File: config.mk
export PLATFORM = sky130hd
export DESIGN_NAME = majority
export DESIGN_NICKNAME = d
export VERILOG_FILES = /design/src/rtl/majority.sv
export SDC_FILE = /design/constraint.sdc
export NUM_CORES = 1
export LEC_CHECK = 0
export ABC_AREA = 1
export BUFFER_PORTS_ARGS = -buffer_cell sky130_fd_sc_hd__buf_2
export CAP_MARGIN = 25
export CELL_PAD_IN_SITES_DETAIL_PLACEMENT = 1
export CELL_PAD_IN_SITES_GLOBAL_PLACEMENT = 1
export CORE_UTILIZATION = 43
export DETAILED_ROUTE_END_ITERATION = 6
export PLACE_DENSITY = 0.82
export SYNTH_ARGS = -nofsm -noshare
export SYNTH_HDL_FRONTEND = slang
export SYNTH_SLANG_ARGS = --single-unit
File: constraint.sdc
create_clock -name clk -period 3.4 [get_ports clk]
set_input_delay 0.34 -clock clk [delete_from_list [all_inputs] [get_ports clk]]
set_output_delay 0.34 -clock clk [all_outputs]
set_load 0.01 [all_outputs]
File: src/rtl/majority.sv
// Registered 3-lane TMR majority voter with unanimity flag, dissenting-lane
// index and saturating per-lane dissent counters.
module majority #(
  parameter int CNT_W = 8
) (
  input  logic             clk,
  input  logic             rst,
  input  logic             in_valid,
  input  logic [2:0]       A,
  input  logic             clr_cnt,
  output logic             OUT,
  output logic             out_valid,
  output logic             unanimous,
  output logic [1:0]       dissent,
  output logic [CNT_W-1:0] dissent_cnt0,
  output logic [CNT_W-1:0] dissent_cnt1,
  output logic [CNT_W-1:0] dissent_cnt2
);

  logic             maj;
  logic             unan;
  logic [1:0]       dis_idx;
  logic [CNT_W-1:0] cnt [3];

  always_comb begin
    maj  = (A[2] & A[1]) | (A[2] & A[0]) | (A[1] & A[0]);
    unan = (A == 3'b000) || (A == 3'b111);
    // Only one lane can disagree with the majority of three.
    if (unan)             dis_idx = 2'd3;
    else if (A[0] != maj) dis_idx = 2'd0;
    else if (A[1] != maj) dis_idx = 2'd1;
    else                  dis_idx = 2'd2;
  end

  always_ff @(posedge clk) begin
    if (rst) begin
      OUT       <= 1'b0;
      out_valid <= 1'b0;
      unanimous <= 1'b1;
      dissent   <= 2'd3;
      for (int unsigned i = 0; i < 3; i++) cnt[i] <= '0;
    end else begin
      out_valid <= in_valid;
      if (in_valid) begin
        OUT       <= maj;
        unanimous <= unan;
        dissent   <= dis_idx;
      end
      if (clr_cnt) begin
        for (int unsigned i = 0; i < 3; i++) cnt[i] <= '0;
      end else if (in_valid && !unan) begin
        for (int unsigned i = 0; i < 3; i++)
          if (dis_idx == 2'(i) && cnt[i] != '1) cnt[i] <= cnt[i] + 1'b1;
      end
    end
  end

  assign dissent_cnt0 = cnt[0];
  assign dissent_cnt1 = cnt[1];
  assign dissent_cnt2 = cnt[2];

endmodule

# After elaboration in Yosys (flattened, before gate mapping)
# Memories as Yosys holds them, arrays and structs flattened.
# Index checks and enable logic that the tools add are counted.
# Widths: inputs -> output; s select.
# word_totals
ff_bits,5
mem_bits_rw,24
input_bits,7
output_inout_bits,29
word_cells,64
memories,1
# mem_list
memory,words,width,rd,rd_ports_with_merged_regs,wr,line,source
cnt,3,8,3,0,3,23,logic [CNT_W-1:0] cnt [3];
# op_classes
add_sub_neg,3
n_eq_ne,8
muxes,29
bitwise_logic,11
reduce_logical,8
# op_table
op,count
$mux 8,6
$add 8x1->8 const B,3
$ne 8x8->1 const B,3
$mux 1,20
$or 1x1->1,8
$mux 2,3
$logic_and 1x1->1,4
$and 1x1->1,3
$eq 3x3->1 const B,1
$logic_not 3->1,1
$eq 2x1->1 const B,1
$eq 2x2->1 const B,1
$logic_not 2->1,1
$ne 1x1->1,2
$logic_not 1->1,1
$logic_or 1x1->1,1

# Logic depth before layout (Yosys ltp)
# Gate-level depths: netlist of the first run.
# depth
ltp_word,15
ltp_mapped,12
depth_no_buf,11

# Least setup slack after synthesis of the first run
# OpenSTA, ideal clock, no wires.
# synth_timing
kind,flip-flop to flip-flop
startpoint,memory cnt[0][0]
endpoint,memory cnt[0][0] (enable)
setup_time_ps,384
arrival_ps,1634
required_ps,3016
setup_slack_ps,1382
stages_incl_launch_ff,7
path_buffers,0
synth_period_minus_slack_ps,2018
cell_sequence,edfxtp_1 -> ha_1 -> nand3_1 -> nor2_1 -> nand4_1 -> nand2_1 -> o21ai_0
# synth_rtl
item,line
start: declaration,23

==> results of run 1 <==
flip-flops by register name (all words and copies together), names as in the netlist:
name	count
OUT	1
unanimous	1
cnt	24
dissent	2
out_valid	1
worst max path at each step:
stage                                  startpoint                  endpoint  slack (ps)  cells past startpoint
after floorplan           cnt[0][0]$_SDFFCE_PN0P_   cnt[0][0]$_SDFFCE_PN0P_        1380                      6
final                     cnt[0][8]$_SDFFCE_PN0P_  cnt[0][23]$_SDFFCE_PN0P_        1360                      8
after global routing      cnt[0][8]$_SDFFCE_PN0P_  cnt[0][22]$_SDFFCE_PN0P_        1170                      8
after CTS                 cnt[0][8]$_SDFFCE_PN0P_  cnt[0][22]$_SDFFCE_PN0P_        1340                      8
after global placement                       A[0]  cnt[0][23]$_SDFFCE_PN0P_        1440                     10
after detailed placement                     A[1]   cnt[0][0]$_SDFFCE_PN0P_        1310                     12
power by group through the flow:
stage / Sequential (mW) / Combinational [mW] / Clock (mW)
2_1_floorplan: 0.441 / 0.0455 / 0
3_3_place_gp: 0.432 / 0.0883 / 0
3_5_place_dp: 0.434 / 0.0933 / 0
4_1_cts: 0.426 / 0.0941 / 0.280
5_1_grt: 0.429 / 0.105 / 0.291
6_report: 0.426 / 0.0923 / 0.272
metal layers:
layer / up-vias / share of wire, % / routed length [um]
met3: 7 / 3.3 / 111
li1: 598 / - / -
met2: 26 / 52 / 1720
met5: - / 0 / 0
met4: 0 / 2.0 / 66
met1: 582 / 43 / 1420
area by class of cell:
class | count | area [um2]
clock buffer | 6 | 41.3
timing repair buffer | 36 | 183
inverter | 17 | 63.8
fill | 412 | 1550
tap | 46 | 57.6
clock inverter | 2 | 33.8
multi-input combinational | 109 | 612
sequential | 29 | 821
stage by stage:
stage          hold slack [ps]  setup slack [ps]  instance area [um2]  total power, mW
2_1_floorplan              424              1380                 1520            0.487
3_3_place_gp               466              1440                 1740            0.520
3_5_place_dp               472              1310                 1740            0.528
4_1_cts                    256              1340                 1810            0.800
5_1_grt                    267              1170                 1810            0.825
6_report                   267              1360                 1810            0.790
cell usage after synthesis (2+ instances only):
| cell | instances | share of area [%] |
|---|---|---|
| buf_6 | 2 | 1.5 |
| xor2_1 | 11 | 6.3 |
| edfxtp_1 | 24 | 47 |
| nand2_2 | 2 | 0.82 |
| nand2_1 | 20 | 4.9 |
| nand4_1 | 4 | 1.6 |
| nor2_1 | 34 | 8.4 |
| xnor2_1 | 7 | 4.0 |
| nor3_1 | 2 | 0.66 |
| o21ai_0 | 3 | 0.99 |
| ha_1 | 5 | 4.1 |
| inv_1 | 17 | 4.2 |
| dfxtp_1 | 5 | 6.6 |
| nor2_2 | 3 | 1.2 |
| nand3_1 | 12 | 4.0 |
cell families after synthesis:
family / count (synthesis) / share of synthesized area (%)
XOR/XNOR: 18 / 10.4
AND/OR/NAND/NOR: 80 / 23.6
AO/OA/AOI/OAI: 6 / 2.22
flip-flops: 29 / 54.0
buffers and inverters: 19 / 5.68
adder cells (fa/ha/maj): 5 / 4.12
==> flow_metrics.env, run 1 <==
export IMPL_status="complete, no violations"
export IMPL_holdPathEnd="out_valid$_SDFF_PP0_"
export IMPL_grt_pass1_vias=1166
export IMPL_post_route_min_period_ps=2040
export IMPL_slowest_delay_ps=430
export IMPL_postCtsSetupBuffers=0
export IMPL_clk_path_buf_depth=2
export IMPL_dieArea_mm2=0.00377
export IMPL_combPwrFrac_pct=11.7
export IMPL_crit_top_cell="nor2_1"
export IMPL_clock_latency_ps=330
export IMPL_std_cell_rows=21
export IMPL_path_delay_family="simple AND/OR/NAND/NOR gates"
export IMPL_leakagePower_nw=0.799
export IMPL_final_common_cell="buf_2"
export IMPL_top_usage_layer="met2"
export IMPL_pwr_share_seq_pct=53.9
export IMPL_power_frac_clock_pct=34.4
export IMPL_fin_crit_sh_pct=59.9
export IMPL_critical_path_peak_fanout=24
export IMPL_synth_edf_count=24
export IMPL_cts_reportedPaths_clkPinSlew_ps=90
export IMPL_fin_nets=210
export IMPL_yosys_warnings=0
export IMPL_holdPathStages=2
export IMPL_cts_resized_gates=0
export IMPL_finalSetupViolCount=0
export IMPL_worst_pin_slew_ps=534
export IMPL_ys_async_sr_fraction_pct=0
export IMPL_cp_arrival_ps=2100
export IMPL_fmax_mhz=491
export IMPL_cts_tree="done"
export IMPL_ys_flop_type="edfxtp_1"
export IMPL_n_antenna_cell=0
export IMPL_syn_area_per_cell_um2=9.67
export IMPL_antenna_found_initial=0
export IMPL_hold_start="rst"
export IMPL_slew_violations=0
export IMPL_rr_worst_depth=8
export IMPL_grt_pass1_wl_mm=5.17
export IMPL_drive_gt1_share_pct=24.6
export IMPL_die_w_um=61.4
export IMPL_via_per_inst=4.95
export IMPL_rsz0062_at_grt="no"
export IMPL_wl_per_cell_um=13.5
export IMPL_grt_max_degree=25
export IMPL_tns_ps=0
export IMPL_start_util_pct=45.2
export IMPL_num_io_pins=36
export IMPL_crit_type="flop to flop"
export IMPL_crit_chain="ha_1 > nand3_1 > nor2_1 > nor2_1 > nand2_1 > nand2_1 > nor2_4 > nor2_1"
export IMPL_finalHoldViolations=0
export IMPL_drt_wl_total_mm=3.32
export IMPL_required_ps=3460
export IMPL_vias=1213
export IMPL_die_height_um=61.4
export IMPL_drt_pass1_iterations=4
export IMPL_power_density_mw_per_mm2=436
export IMPL_path_buf_inv=0
export IMPL_use_met3_pct=3.78
export IMPL_synth_seq_area_share_pct=54.0
export IMPL_r2r_start="cnt[0][8]$_SDFFCE_PN0P_"
export IMPL_cts_sinks=29
export IMPL_worst_r2r_endpoint="cnt[0][23]$_SDFFCE_PN0P_"
export IMPL_cp_end_kind="flop"
export IMPL_dp_cells=237
export IMPL_grt_use_met1_pct=21.8
export IMPL_slew_limit_headroom_pct=64.3
export IMPL_ys_types=21
export IMPL_synthCells=157
export IMPL_area_growth_pct=19.3
export IMPL_route_detailed_drc=0
export IMPL_internal_power_mw=0.594
export IMPL_met2_usage_pct=35.4
export IMPL_cts_max_level=2
export IMPL_critPathSlowestCell="nor2_4"
export IMPL_gp_congestion=0.725
export IMPL_fin_cells=245
export IMPL_drt_iter0_markers=40
export IMPL_cts_root_buf="clkbuf_4"
export IMPL_skew_ps=9.99
export IMPL_grt_remaining_overflow=0
export IMPL_cts_buffers=5
export IMPL_antenna_left=0
export IMPL_utilization_pct=53.9
export IMPL_coreArea_mm2=0.00336
export IMPL_ctsHoldBuffers=0
export IMPL_max_cap_viol_count=0
export IMPL_switching_power_mw=0.196
export IMPL_hp_class="input port to flop"
export IMPL_reg2reg_setup_slack_ps=1360
export IMPL_start_kind="flop"
export IMPL_final_cell_mix="35 x buf_2, 34 x nor2_1, 24 x edfxtp_1"
export IMPL_ys_ff_latch=29
export IMPL_peakVddDrop_mv=0.268
export IMPL_io_buffers=35
export IMPL_syn_cell_area_mm2=0.00152
export IMPL_p_sw_share_pct=24.8
export IMPL_syn_nets=169
export IMPL_grt_use_total_pct=19.5
export IMPL_dp_hpwl_mm=2.54
Power figures use the tool's default switching activity.
==> run 2, diff against run 1 <==
Settings changed: CORE_UTILIZATION 43 to 36, PLACE_DENSITY 0.82 to 0.73.
Clock period 3.4 ns to 1.7 ns, I/O delays scaled along.
==> run 2 against run 1 <==
Routed wire length rose by 9.4%. Setup slack worse by 1400 ps. Combinational power increased to 2.6 times the previous value. First-iteration DRC count shrank 7.5%. Core utilization fell by 3.2 points. Critical endpoint is now cnt[0][4]$_SDFFCE_PN0P_. Via count grew 4.1%. Non-clock buffer count up 17. The flow now finishes with violations (negative setup slack).
==> flow_metrics.env, run 2 (synthesized netlist as in run 1, its figures left out) <==
export IMPL_worst_pin_slew_ps=355
export IMPL_path_buf_inv=1
export IMPL_grt_pass1_wl_mm=5.59
export IMPL_start_util_pct=37.7
export IMPL_whs_ps=143
export IMPL_area_growth_pct=34.4
export IMPL_grt_max_degree=10
export IMPL_cts_tree="done"
export IMPL_antenna_found_initial=0
export IMPL_start_kind="flop"
export IMPL_fin_nets=227
export IMPL_cts_root_buf="clkbuf_8"
export IMPL_coreArea_mm2=0.00403
export IMPL_dp_cells=253
export IMPL_cts_buffers=5
export IMPL_utilization_pct=50.7
export IMPL_grt_remaining_overflow=0
export IMPL_crit_chain="ha_4 > nand2_4 > nor2_4 > nand2_1 > nand2_1 > nor2_1 > nand3_1 > nand2_2 > nor2_4 > buf_6 > nor2_1"
export IMPL_internal_power_mw=1.20
export IMPL_die_height_um=67.0
export IMPL_final_common_cell="buf_2"
export IMPL_critical_path_peak_fanout=8
export IMPL_cp_arrival_ps=1740
export IMPL_combPwrFrac_pct=14.6
export IMPL_drt_iter0_markers=37
export IMPL_cp_end_kind="flop"
export IMPL_clk_path_buf_depth=2
export IMPL_num_io_pins=36
export IMPL_vias=1263
export IMPL_fin_ws_ps=-12.3
export IMPL_grt_pass1_vias=1299
export IMPL_power_density_mw_per_mm2=795
export IMPL_n_antenna_cell=0
export IMPL_fin_crit_sh_pct=101
export IMPL_leakagePower_nw=0.911
export IMPL_critPathSlowestCell="edfxtp_1"
export IMPL_slew_violations=0
export IMPL_top_regs="cnt (24), dissent (2)"
export IMPL_finalPower_mw=1.62
export IMPL_std_cell_rows=23
export IMPL_drive_gt1_share_pct=36.6
export IMPL_largest_register_ffs=24
export IMPL_crit_type="flop to flop"
export IMPL_status="finished, violations left"
export IMPL_fmax_mhz=584
export IMPL_drt_wl_total_mm=3.63
export IMPL_finalHoldViolations=0
export IMPL_finalSetupViolCount=15
export IMPL_p_sw_share_pct=26.0
export IMPL_grt_use_total_pct=17.2
export IMPL_wl_per_cell_um=13.6
export IMPL_pwr_share_seq_pct=52.4
export IMPL_path_delay_family="simple AND/OR/NAND/NOR gates"
export IMPL_power_frac_clock_pct=33.0
export IMPL_regMostFlops="cnt"
export IMPL_dpl_cell_area_mm2=0.00186
export IMPL_post_route_cell_area_mm2=0.00204
export IMPL_rsz0062_at_grt="yes"
export IMPL_final_cell_mix="35 x buf_2, 30 x nor2_1, 24 x edfxtp_1"
export IMPL_via_per_inst=4.75
export IMPL_place_ws_ps=-57.9
export IMPL_route_detailed_drc=0
export IMPL_max_cap_viol_count=0
export IMPL_io_buffers=35
export IMPL_drt_pass1_iterations=4
export IMPL_violations="negative setup slack"
export IMPL_slowest_delay_ps=410
export IMPL_antenna_left=0
export IMPL_gp_congestion=0.750
export IMPL_ctsHoldBuffers=0
export IMPL_cts_max_level=2
export IMPL_die_w_um=67.0
export IMPL_tns_ps=-77.1
export IMPL_cts_reportedPaths_clkPinSlew_ps=60
export IMPL_slew_limit_headroom_pct=76.3
export IMPL_dp_hpwl_mm=2.68
export IMPL_switching_power_mw=0.423
export IMPL_skew_ps=3.95
export IMPL_hp_class="input port to flop"
export IMPL_fin_cells=266
export IMPL_cts_sinks=29
export IMPL_clock_latency_ps=280
export IMPL_post_route_min_period_ps=1710
export IMPL_required_ps=1730
export IMPL_peakVddDrop_mv=0.416
export IMPL_dieArea_mm2=0.00448
==> run 2: changes by cell type in the layout (fill, tap and decap cells not counted), moves of 3 or more <==
cell / change
nand2_1: -3
buf_6: +3
nor2_2: +3
clkbuf_4: -5
nor2_1: -4
clkbuf_8: +5
buf_4: +12
ha_1: -3
==> run 2: power by group through the flow <==
stage	combinational [mW]	sequential [mW]	clock [mW]
finish	0.237	0.851	0.535
global route	0.266	0.856	0.581
CTS	0.224	0.848	0.551
detailed placement	0.223	0.863	0
global placement	0.213	0.859	0
floorplan	0.0924	0.882	0
==> run 2: what timing repair did <==
item,in CTS,in global routing
buffers inserted,1,4
gates resized for setup,1,16
setup endpoints to repair,24,48
pin swaps,1,3
==> run 2: layout make-up <==
class,instances,area [um2]
Tap cell,50,62.6
Sequential cell,29,821
Multi-Input combinational cell,109,666
Inverter,17,63.8
Clock inverter,2,10.0
Clock buffer,6,72.6
Fill cell,477,1990
Timing Repair Buffer,53,347
==> run 2: path summary, 6_finish.rpt <==
path / start / end / slack (ps) / cells after the start
worst min register to register: unanimous$_SDFFE_PP1P_ / unanimous$_SDFFE_PP1P_ / 510 / 2
worst max-delay path: cnt[0][16]$_SDFFCE_PN0P_ / cnt[0][4]$_SDFFCE_PN0P_ / -10 / 11
worst max register to register: cnt[0][16]$_SDFFCE_PN0P_ / cnt[0][4]$_SDFFCE_PN0P_ / -10 / 11
worst min-delay path: rst / out_valid$_SDFF_PP0_ / 140 / 2
==> run 2: metal layers <==
metal / GRT usage, % / part of all wire, % / wire length [um] / vias to the layer above
met5: 0 / 0 / 0 / -
met4: 5.59 / 1.1 / 40 / 0
met3: 5.14 / 3.6 / 131 / 5
met2: 30.3 / 53 / 1920 / 27
met1: 19.6 / 42 / 1540 / 600
li1: - / - / - / 631
==> run 2: worst register-to-register path, cell delays in order (launching register included) <==
cell	delay [ps]
edfxtp_1	410
ha_4	190
nand2_4	60
nor2_4	90
nand2_1	70
nand2_1	70
nor2_1	40
nand3_1	110
nand2_2	90
nor2_4	150
buf_6	150
nor2_1	50
